--- config.mk ---
export PLATFORM = sky130hd
export DESIGN_NAME = alu_cmd_ctrl
export DESIGN_NICKNAME = d
export VERILOG_FILES = /design/src/rtl/alu_cmd_pkg.sv /design/src/rtl/alu_cmd_ctrl.sv
export SDC_FILE = /design/constraint.sdc
export NUM_CORES = 1
export LEC_CHECK = 0
export BUFFER_PORTS_ARGS = -buffer_cell sky130_fd_sc_hd__buf_2
export CAP_MARGIN = 20
export CELL_PAD_IN_SITES_DETAIL_PLACEMENT = 0
export CELL_PAD_IN_SITES_GLOBAL_PLACEMENT = 2
export CORE_UTILIZATION = 32
export CTS_BUF_LIST = sky130_fd_sc_hd__clkbuf_4
export DETAILED_ROUTE_END_ITERATION = 7
export PLACE_DENSITY_LB_ADDON = 0.05
export RECOVER_POWER = 50
export SLEW_MARGIN = 20
export SYNTH_ARGS = -nofsm -noshare
export SYNTH_HDL_FRONTEND = slang
export SYNTH_SLANG_ARGS = --single-unit
--- constraint.sdc ---
create_clock -name clk -period 2 [get_ports clk]
set_clock_uncertainty 0.1 [all_clocks]
set_input_delay 0 -clock clk [delete_from_list [all_inputs] [get_ports clk]]
set_output_delay 0 -clock clk [all_outputs]
set_load 0.05 [all_outputs]
--- src/rtl/alu_cmd_pkg.sv ---
// Shared definitions for the ALU command front-end: FSM states, command bytes
// and ALU function codes (the code list is shared with the ALU itself).
package alu_cmd_pkg;

  typedef enum logic [2:0] {
    IDLE,
    GET_A,
    GET_B,
    GET_FUN,
    EXEC,
    WAIT_RES,
    TX_LO,
    TX_HI
  } state_t;

  localparam logic [7:0] CMD_ALU_OPR = 8'hCC;
  localparam logic [7:0] CMD_ALU_NOP = 8'hDD;

  localparam logic [3:0] ADD   = 4'd0;
  localparam logic [3:0] SUB   = 4'd1;
  localparam logic [3:0] MUL   = 4'd2;
  localparam logic [3:0] DIV   = 4'd3;
  localparam logic [3:0] AND   = 4'd4;
  localparam logic [3:0] OR    = 4'd5;
  localparam logic [3:0] NAND  = 4'd6;
  localparam logic [3:0] NOR   = 4'd7;
  localparam logic [3:0] XOR   = 4'd8;
  localparam logic [3:0] XNOR  = 4'd9;
  localparam logic [3:0] CMPEQ = 4'd10;
  localparam logic [3:0] CMPGT = 4'd11;
  localparam logic [3:0] CMPLT = 4'd12;
  localparam logic [3:0] SHR   = 4'd13;
  localparam logic [3:0] SHL   = 4'd14;

  // States in which the idle timeout runs.
  function automatic logic is_timed(state_t s);
    return (s == GET_A) || (s == GET_B) || (s == GET_FUN) || (s == WAIT_RES);
  endfunction

endpackage

--- src/rtl/alu_cmd_ctrl.sv ---
// Parses UART command frames into ALU operands/function, pulses alu_en once,
// captures the result and returns it low byte first over valid/ready.
module alu_cmd_ctrl #(
  parameter int DATA_WIDTH     = 8,
  parameter logic [DATA_WIDTH-1:0] CMD_ALU_OPR = alu_cmd_pkg::CMD_ALU_OPR,
  parameter logic [DATA_WIDTH-1:0] CMD_ALU_NOP = alu_cmd_pkg::CMD_ALU_NOP,
  parameter int TIMEOUT_CYCLES = 1024
) (
  input  logic                    clk,
  input  logic                    reset,
  input  logic [DATA_WIDTH-1:0]   rx_data,
  input  logic                    rx_valid,
  output logic [DATA_WIDTH-1:0]   alu_a,
  output logic [DATA_WIDTH-1:0]   alu_b,
  output logic [3:0]              alu_fun,
  output logic                    alu_en,
  input  logic [2*DATA_WIDTH-1:0] alu_out,
  input  logic                    alu_out_valid,
  output logic [DATA_WIDTH-1:0]   tx_data,
  output logic                    tx_valid,
  input  logic                    tx_ready,
  output logic                    busy,
  output logic                    frame_err
);
  import alu_cmd_pkg::*;

  localparam int TW = $clog2(TIMEOUT_CYCLES + 1);

  state_t                  state;
  logic [TW-1:0]           tmo_cnt;
  logic [2*DATA_WIDTH-1:0] result;
  logic                    tmo_hit;

  assign tmo_hit = is_timed(state) && (tmo_cnt == TW'(TIMEOUT_CYCLES));
  assign busy    = (state != IDLE);

  // Driven straight from the result register so the byte cannot move while
  // the transmitter is stalling.
  always_comb begin
    tx_data = '0;
    if (state == TX_LO)
      tx_data = result[DATA_WIDTH-1:0];
    else if (state == TX_HI)
      tx_data = result[2*DATA_WIDTH-1:DATA_WIDTH];
  end

  always_ff @(posedge clk or negedge reset) begin
    if (!reset) begin
      state     <= IDLE;
      tmo_cnt   <= '0;
      result    <= '0;
      alu_a     <= '0;
      alu_b     <= '0;
      alu_fun   <= '0;
      alu_en    <= 1'b0;
      tx_valid  <= 1'b0;
      frame_err <= 1'b0;
    end else begin
      alu_en    <= 1'b0;
      frame_err <= 1'b0;
      tmo_cnt   <= is_timed(state) ? tmo_cnt + TW'(1) : '0;

      case (state)
        IDLE: begin
          if (rx_valid && rx_data == CMD_ALU_OPR)
            state <= GET_A;
          else if (rx_valid && rx_data == CMD_ALU_NOP)
            state <= GET_FUN;
        end
        GET_A: begin
          if (tmo_hit) begin
            state     <= IDLE;
            frame_err <= 1'b1;
            tmo_cnt   <= '0;
          end else if (rx_valid) begin
            alu_a   <= rx_data;
            state   <= GET_B;
            tmo_cnt <= '0;
          end
        end
        GET_B: begin
          if (tmo_hit) begin
            state     <= IDLE;
            frame_err <= 1'b1;
            tmo_cnt   <= '0;
          end else if (rx_valid) begin
            alu_b   <= rx_data;
            state   <= GET_FUN;
            tmo_cnt <= '0;
          end
        end
        GET_FUN: begin
          if (tmo_hit) begin
            state     <= IDLE;
            frame_err <= 1'b1;
            tmo_cnt   <= '0;
          end else if (rx_valid) begin
            alu_fun <= rx_data[3:0];
            alu_en  <= 1'b1;
            state   <= EXEC;
            tmo_cnt <= '0;
          end
        end
        EXEC: begin
          if (rx_valid) frame_err <= 1'b1;
          state <= WAIT_RES;
        end
        WAIT_RES: begin
          if (rx_valid) frame_err <= 1'b1;
          if (tmo_hit) begin
            state     <= IDLE;
            frame_err <= 1'b1;
            tmo_cnt   <= '0;
          end else if (alu_out_valid) begin
            result   <= alu_out;
            tx_valid <= 1'b1;
            state    <= TX_LO;
            tmo_cnt  <= '0;
          end
        end
        TX_LO: begin
          if (rx_valid) frame_err <= 1'b1;
          if (tx_ready) state <= TX_HI;
        end
        TX_HI: begin
          if (rx_valid) frame_err <= 1'b1;
          if (tx_ready) begin
            tx_valid <= 1'b0;
            state    <= IDLE;
          end
        end
        default: state <= IDLE;
      endcase
    end
  end

endmodule

==> results of run 1 <==
[worst max path at each step]
stage	end	slack (ps)	cells after the start
3_5_place_dp	alu_a[2]	-40	6
6_report	state[0]	70	4
4_1_cts	alu_fun[3]	10	6
5_1_grt	alu_a[2]	-20	7
2_1_floorplan	alu_a[0]	10	7
3_3_place_gp	alu_a[5]	7	6
[per-layer routing]
layer  share of wire [%]  wire, um  vias up
li1                    -         -      894
met1                  49      2680      894
met2                  47      2540       37
met3                 3.3       179        5
met4                0.83        45        0
met5                   0         0        -
[cell families after synthesis]
logic type / after synthesis / share of synthesized area (%)
and+or+nand+nor: 59 / 13.3
adders and majority gates: 2 / 1.02
buffers and inverters: 15 / 2.91
muxes: 46 / 20.7
AOI/OAI and AO/OA: 14 / 4.29
DFF: 53 / 54.1
xor gates and xnor gates: 10 / 3.58
[what timing repair did]
| action | CTS | global route |
|---|---|---|
| gates cloned | 0 | 1 |
| hold endpoints to repair | 94 | 0 |
| hold buffers | 28 | 0 |
| setup buffers | 1 | 1 |
| pin swaps | 2 | 3 |
| setup endpoints to repair | 16 | 47 |
| gates resized for setup | 0 | 4 |
[sequential cells by signal (all words and copies together), names as in the netlist]
| register | flops |
|---|---|
| result | 16 |
| frame_err | 1 |
| alu_en | 1 |
| alu_a | 8 |
| state | 3 |
| tmo_cnt | 11 |
| alu_fun | 4 |
| alu_b | 8 |
| tx_valid | 1 |
[worst min-delay path, cell delays in order]
cell	delay, ps
dlygate4sd3_1	510
buf_2	90
mux2_2	120
[area by class of cell]
cell class / instances / area share [%]
multi-input combinational: 132 / 32.9
clock inverter: 2 / 0.304
timing repair buffer: 99 / 20.5
clock buffer: 6 / 1.37
tap: 99 / 3.76
sequential: 53 / 40.3
inverter: 8 / 0.912
[placed cells by master (no fill, tap or decap), drive strengths merged, types with 2 or more instances in the layout]
cell type / count
buf: 61
dfrtp: 53
mux2: 38
dlygate4sd3: 28
nor2: 24
clkbuf: 16
nand2: 12
inv: 8
mux2i: 8
xnor2: 7
nor3: 6
nand3: 5
xor2: 3
o21ai: 3
nor4: 3
o31ai: 2
ha: 2
clkinv: 2
and3: 2
o221ai: 2
[cells in the mapped netlist (all sizes together) (2+ instances only)]
cell and n:
o21ai 3, nor4 3, dfrtp 53, xor2 3
nand3 5, nand2 12, o221ai 2, mux2 38
nor2 24, ha 2, inv 8, buf 6
mux2i 8, xnor2 7, nor3 6, o31ai 2
[power by group through the flow]
stage          clock network, uW  registers [uW]  logic, uW
2_1_floorplan                  0            2510       1250
3_3_place_gp                   0            1780       2640
3_5_place_dp                   0            1780       2640
4_1_cts                      510            1760       2710
5_1_grt                      549            1820       2910
6_report                     475            1750       2700
[stage by stage]
stage          hold slack, ps  worst slack [ps]
6_report                  284              68.5
4_1_cts                   193              10.8
3_5_place_dp             77.7             -43.5
5_1_grt                   259             -20.2
2_1_floorplan            -396              13.1
3_3_place_gp             79.2              6.86
==> reports/metrics.yaml, run 1 <==
intPower_uw: 2600
coreArea_um2: 7330
synth.area.top_cells: "dfrtp_1 (54%), mux2_2 (17%), nor2_1 (3.7%)"
crit_chain: "nor4_2 -> and3_4 -> o221ai_2 -> mux2_1"
path_clk_slew_ps: 150
ioPinCount: 61
crit_fanout: 6
synth.distinct_cells: 42
crit_required_ps: 2160
critical_path_buf_inv_count: 0
fin_nets: 330
r2r-start: "tmo_cnt[5]"
max-cap-violations: 0
hp-class: "in2reg"
totalWireLength_um: 5450
cpLargestDelayFamily: "simple AND/OR/NAND/NOR gates"
overflow: 0
start_util_pct: 33.4
period_needed_ps: 1930
cp-start-kind: "flop"
relSlewSlack_pct: 12.8
antenna_found_initial: 0
worstMarginPinSlew_ps: 1310
grt_max_degree: 54
holdPathStages: 3
final_cells: 399
cts_tree: "done"
crit_slowest_cell: "nor4_2"
drt_pre_antenna_iters: 4
path_class: "reg2reg"
fin_util_pct: 44.9
synth-edff-count: 0
cts_root_buffer: "clkbuf_4"
yosysTopAreaCellShare_pct: 54.1
yosysWarnings: 0
cts_max_level: 2
busiest_layer: "met2"
place_area_um2: 2920
grt_use_met2_pct: 22.6
setup_tns_ps: 0
setup_violations: 0
io_buffers: 60
crit_path_start: "tmo_cnt[5]"
die_h_um: 89.5
syn-num-nets: 230
fin_area_um2: 3290
async_flop_share_pct: 100
drc: 0
p_switching_uw: 2330
seq_power_share_pct: 35.6
worstRegToRegCells: 4
fin_crit_sh_pct: 96.6
final_layout_size_suffix_gt1_share_pct: 39.3
holdPathEnd: "result[0]"
synthCells: 199
syn_area_per_cell_um2: 12.3
ir_worst_vdd_uv: 996
worstReg2RegEnd: "state[0]"
synth_area_leader_cell: "dfrtp_1"
rsz0062_at_grt: "yes"
wl_per_cell_um: 13.7
antenna-diode-count: 0
placedCellCount: 361
fmax_ghz: 0.518
drt_iter0_markers: 51
die_width_um: 89.5
slew_viol_final: 0
critical_path_arrival_ps: 2090
sw_frac_of_total_pct: 47.3
gp_congestion: 0.701
cts_num_sinks: 53
syn_to_final_growth_pct: 34.5
fillers: 728
leakage_uw: 0.00148
num_vias: 1830
cts_buffer_depth: 2
total_power_uw: 4930
use_met1_pct: 21.2
status: "finished clean"
tritoncts.num_buffers: 5
grt_pass1_wl_um: 8890
yosysSeqAreaShare_pct: 54.1
endpoint_kind: "flop"
holdCritStartpoint: "alu_out[0]"
pwr-share-comb_pct: 54.8
syn_area_um2: 2450
drtAntennaViolNets: 0
multi_input_area_um2: 1080
yosys_most_used_dff: "dfrtp_1"
die-area_um2: 8010
powerDensity_nw_per_um2: 1500
reg2reg_setup_slack_ps: 70
track_usage_pct: 14.8
ys_ff_latch: 53
clk_latency_ps: 360
use_met3_pct: 3.23
clock_power_share_pct: 9.6
final-seq-area_um2: 1330
rows: 31
grt_pass1_vias: 1799
crit_path_max_incr_delay_ps: 460
hold_viol_final: 0
via_per_inst: 4.59
dp_hpwl_um: 3680
Power figures use the tool's default switching activity.
==> run 2: changes to the inputs <==
MAX_ROUTING_LAYER = met4   (was default)
==> reports/metrics.yaml, run 2 (synthesis gave the netlist of run 1 again) <==
intPower_uw: 2600  # about the same
grt_pass1_vias: 1801  # +0.11%
drtAntennaViolNets: 0  # unchanged
coreArea_um2: 7330  # unchanged
holdCritStartpoint: "alu_out[0]"
die_h_um: 89.5  # unchanged
crit_required_ps: 2160  # about the same
drc: 0  # unchanged
largest-register: "result"
max-cap-violations: 0  # unchanged
clock_power_share_pct: 9.7  # about the same
rows: 31  # unchanged
setup_violations: 0  # unchanged
final_layout_size_suffix_gt1_share_pct: 39.3  # unchanged
mostFrequentLayoutCell: "dfrtp_1"
setup_tns_ps: 0  # unchanged
crit_fanout: 6  # unchanged
syn_to_final_growth_pct: 34.5  # unchanged
hold_slack_ps: 284  # -0.511 ps
via_per_inst: 4.59  # unchanged
layout_common_cells: "dfrtp_1 (53), buf_2 (51), mux2_2 (36), dlygate4sd3_1 (28), nor2_1 (24)"
cpLargestDelayFamily: "simple AND/OR/NAND/NOR gates"
wl_per_cell_um: 13.7  # about the same
crit_path_start: "tmo_cnt[5]"
totalWireLength_um: 5450  # about the same
grt_pass1_wl_um: 8890  # unchanged
clk_latency_ps: 360  # about the same
crit_slowest_cell: "nor4_2"
path_class: "reg2reg"
cts_root_buffer: "clkbuf_4"
seq_power_share_pct: 35.6  # about the same
slew_viol_final: 0  # unchanged
die-area_um2: 8010  # unchanged
status: "finished clean"
rsz0062_at_grt: "yes"
antenna-diode-count: 0  # unchanged
worstMarginPinSlew_ps: 1310  # -0.163 ps
gp_congestion: 0.709  # +1.1%
period_needed_ps: 1930  # -0.956 ps
sw_frac_of_total_pct: 47.3  # about the same
critical_path_arrival_ps: 2090  # about the same
fin_area_um2: 3290  # unchanged
fin_crit_sh_pct: 96.5  # about the same
num_vias: 1830  # unchanged
ioPinCount: 61  # unchanged
relSlewSlack_pct: 12.9  # about the same
crit_chain: "nor4_2 -> and3_4 -> o221ai_2 -> mux2_1"
crit_path_max_incr_delay_ps: 460  # about the same
hold_viol_final: 0  # unchanged
cp-start-kind: "flop"
fin_nets: 330  # unchanged
hp-class: "in2reg"
leakage_uw: 0.00148  # unchanged
cts_buffer_depth: 2  # unchanged
fillers: 728  # unchanged
powerDensity_nw_per_um2: 1500  # about the same
io_buffers: 60  # unchanged
die_width_um: 89.5  # unchanged
antenna_found_initial: 0  # unchanged
tritoncts.num_buffers: 5  # unchanged
drt_pre_antenna_iters: 4  # unchanged
cts_tree: "done"
endpoint_kind: "flop"
cts_num_sinks: 53  # unchanged
pwr-share-comb_pct: 54.8  # about the same
reg_top3: "result (16), tmo_cnt (11)"
track_usage_pct: 15.3  # +0.46 points
largest_reg_flops: 16  # unchanged
critical_path_buf_inv_count: 0  # unchanged
dp_hpwl_um: 3680  # unchanged
p_switching_uw: 2330  # about the same
path_clk_slew_ps: 150  # about the same
ir_worst_vdd_uv: 996  # about the same
drt_iter0_markers: 49  # -3.9%
total_power_uw: 4930  # about the same
cts_max_level: 2  # unchanged
grt_max_degree: 54  # unchanged
overflow: 0  # unchanged
r2r-start: "tmo_cnt[5]"
fmax_ghz: 0.518  # about the same
start_util_pct: 33.4  # unchanged
place_area_um2: 2920  # unchanged
run 2: stage by stage:
stage / util (%) / setup WS, ps / std cells
2_1_floorplan: - / 13.1 / 199
3_5_place_dp: 39.8 / -43.5 / 361
3_3_place_gp: 39.8 / 6.86 / 361
5_1_grt: 44.9 / -20.2 / 399
4_1_cts: 44.7 / 10.8 / 398
6_report: 44.9 / 69.5 / 399
run 2: worst reg2reg max path, cell delays in order, from the launching register on:
cell,delay (ps)
dfrtp_1,430
nor4_2,460
and3_4,350
o221ai_2,150
mux2_1,350
run 2: final cells by class:
type	count	area [um2]	area share (%)
clock buffer	6	45.0	1.37
clock inverter	2	10.0	0.304
inverter	8	30.0	0.912
multi-input combinational	132	1080	32.9
sequential	53	1330	40.3
tap	99	124	3.76
timing repair buffer	99	674	20.5
run 2: final timing paths:
path / endpoint / slack (ps) / cells after the start
setup / recovery: state[0] / 70 / 4
hold / removal: result[0] / 280 / 3
setup reg to reg: state[0] / 70 / 4
hold reg to reg: result[4] / 420 / 1
max in group asynchronous: result[12] / 590 / 3
min in group asynchronous: alu_a[4] / 430 / 3
run 2: power groups by stage:
| stage | clock [uW] | sequential (uW) | combinational [uW] |
|---|---|---|---|
| after floorplan | 0 | 2510 | 1250 |
| after global placement | 0 | 1780 | 2640 |
| after detailed placement | 0 | 1780 | 2640 |
| after CTS | 510 | 1760 | 2710 |
| after global routing | 549 | 1820 | 2910 |
| final | 476 | 1750 | 2700 |
run 2: what timing repair did:
item | in CTS | in global routing
hold endpoints to repair | 94 | 0
hold buffers | 28 | 0
setup endpoints to repair | 16 | 47
pin swaps | 2 | 3
gates resized for setup | 0 | 4
setup buffers | 1 | 1
gates cloned | 0 | 1
run 2: per-layer routing:
layer | global-route usage (%) | vias to the layer above | wire (um)
li1 | - | 894 | -
met1 | 21.3 | 894 | 2690
met2 | 22.6 | 37 | 2550
met3 | 3.05 | 5 | 167
met4 | 4.33 | 0 | 47
met5 | - | - | 0
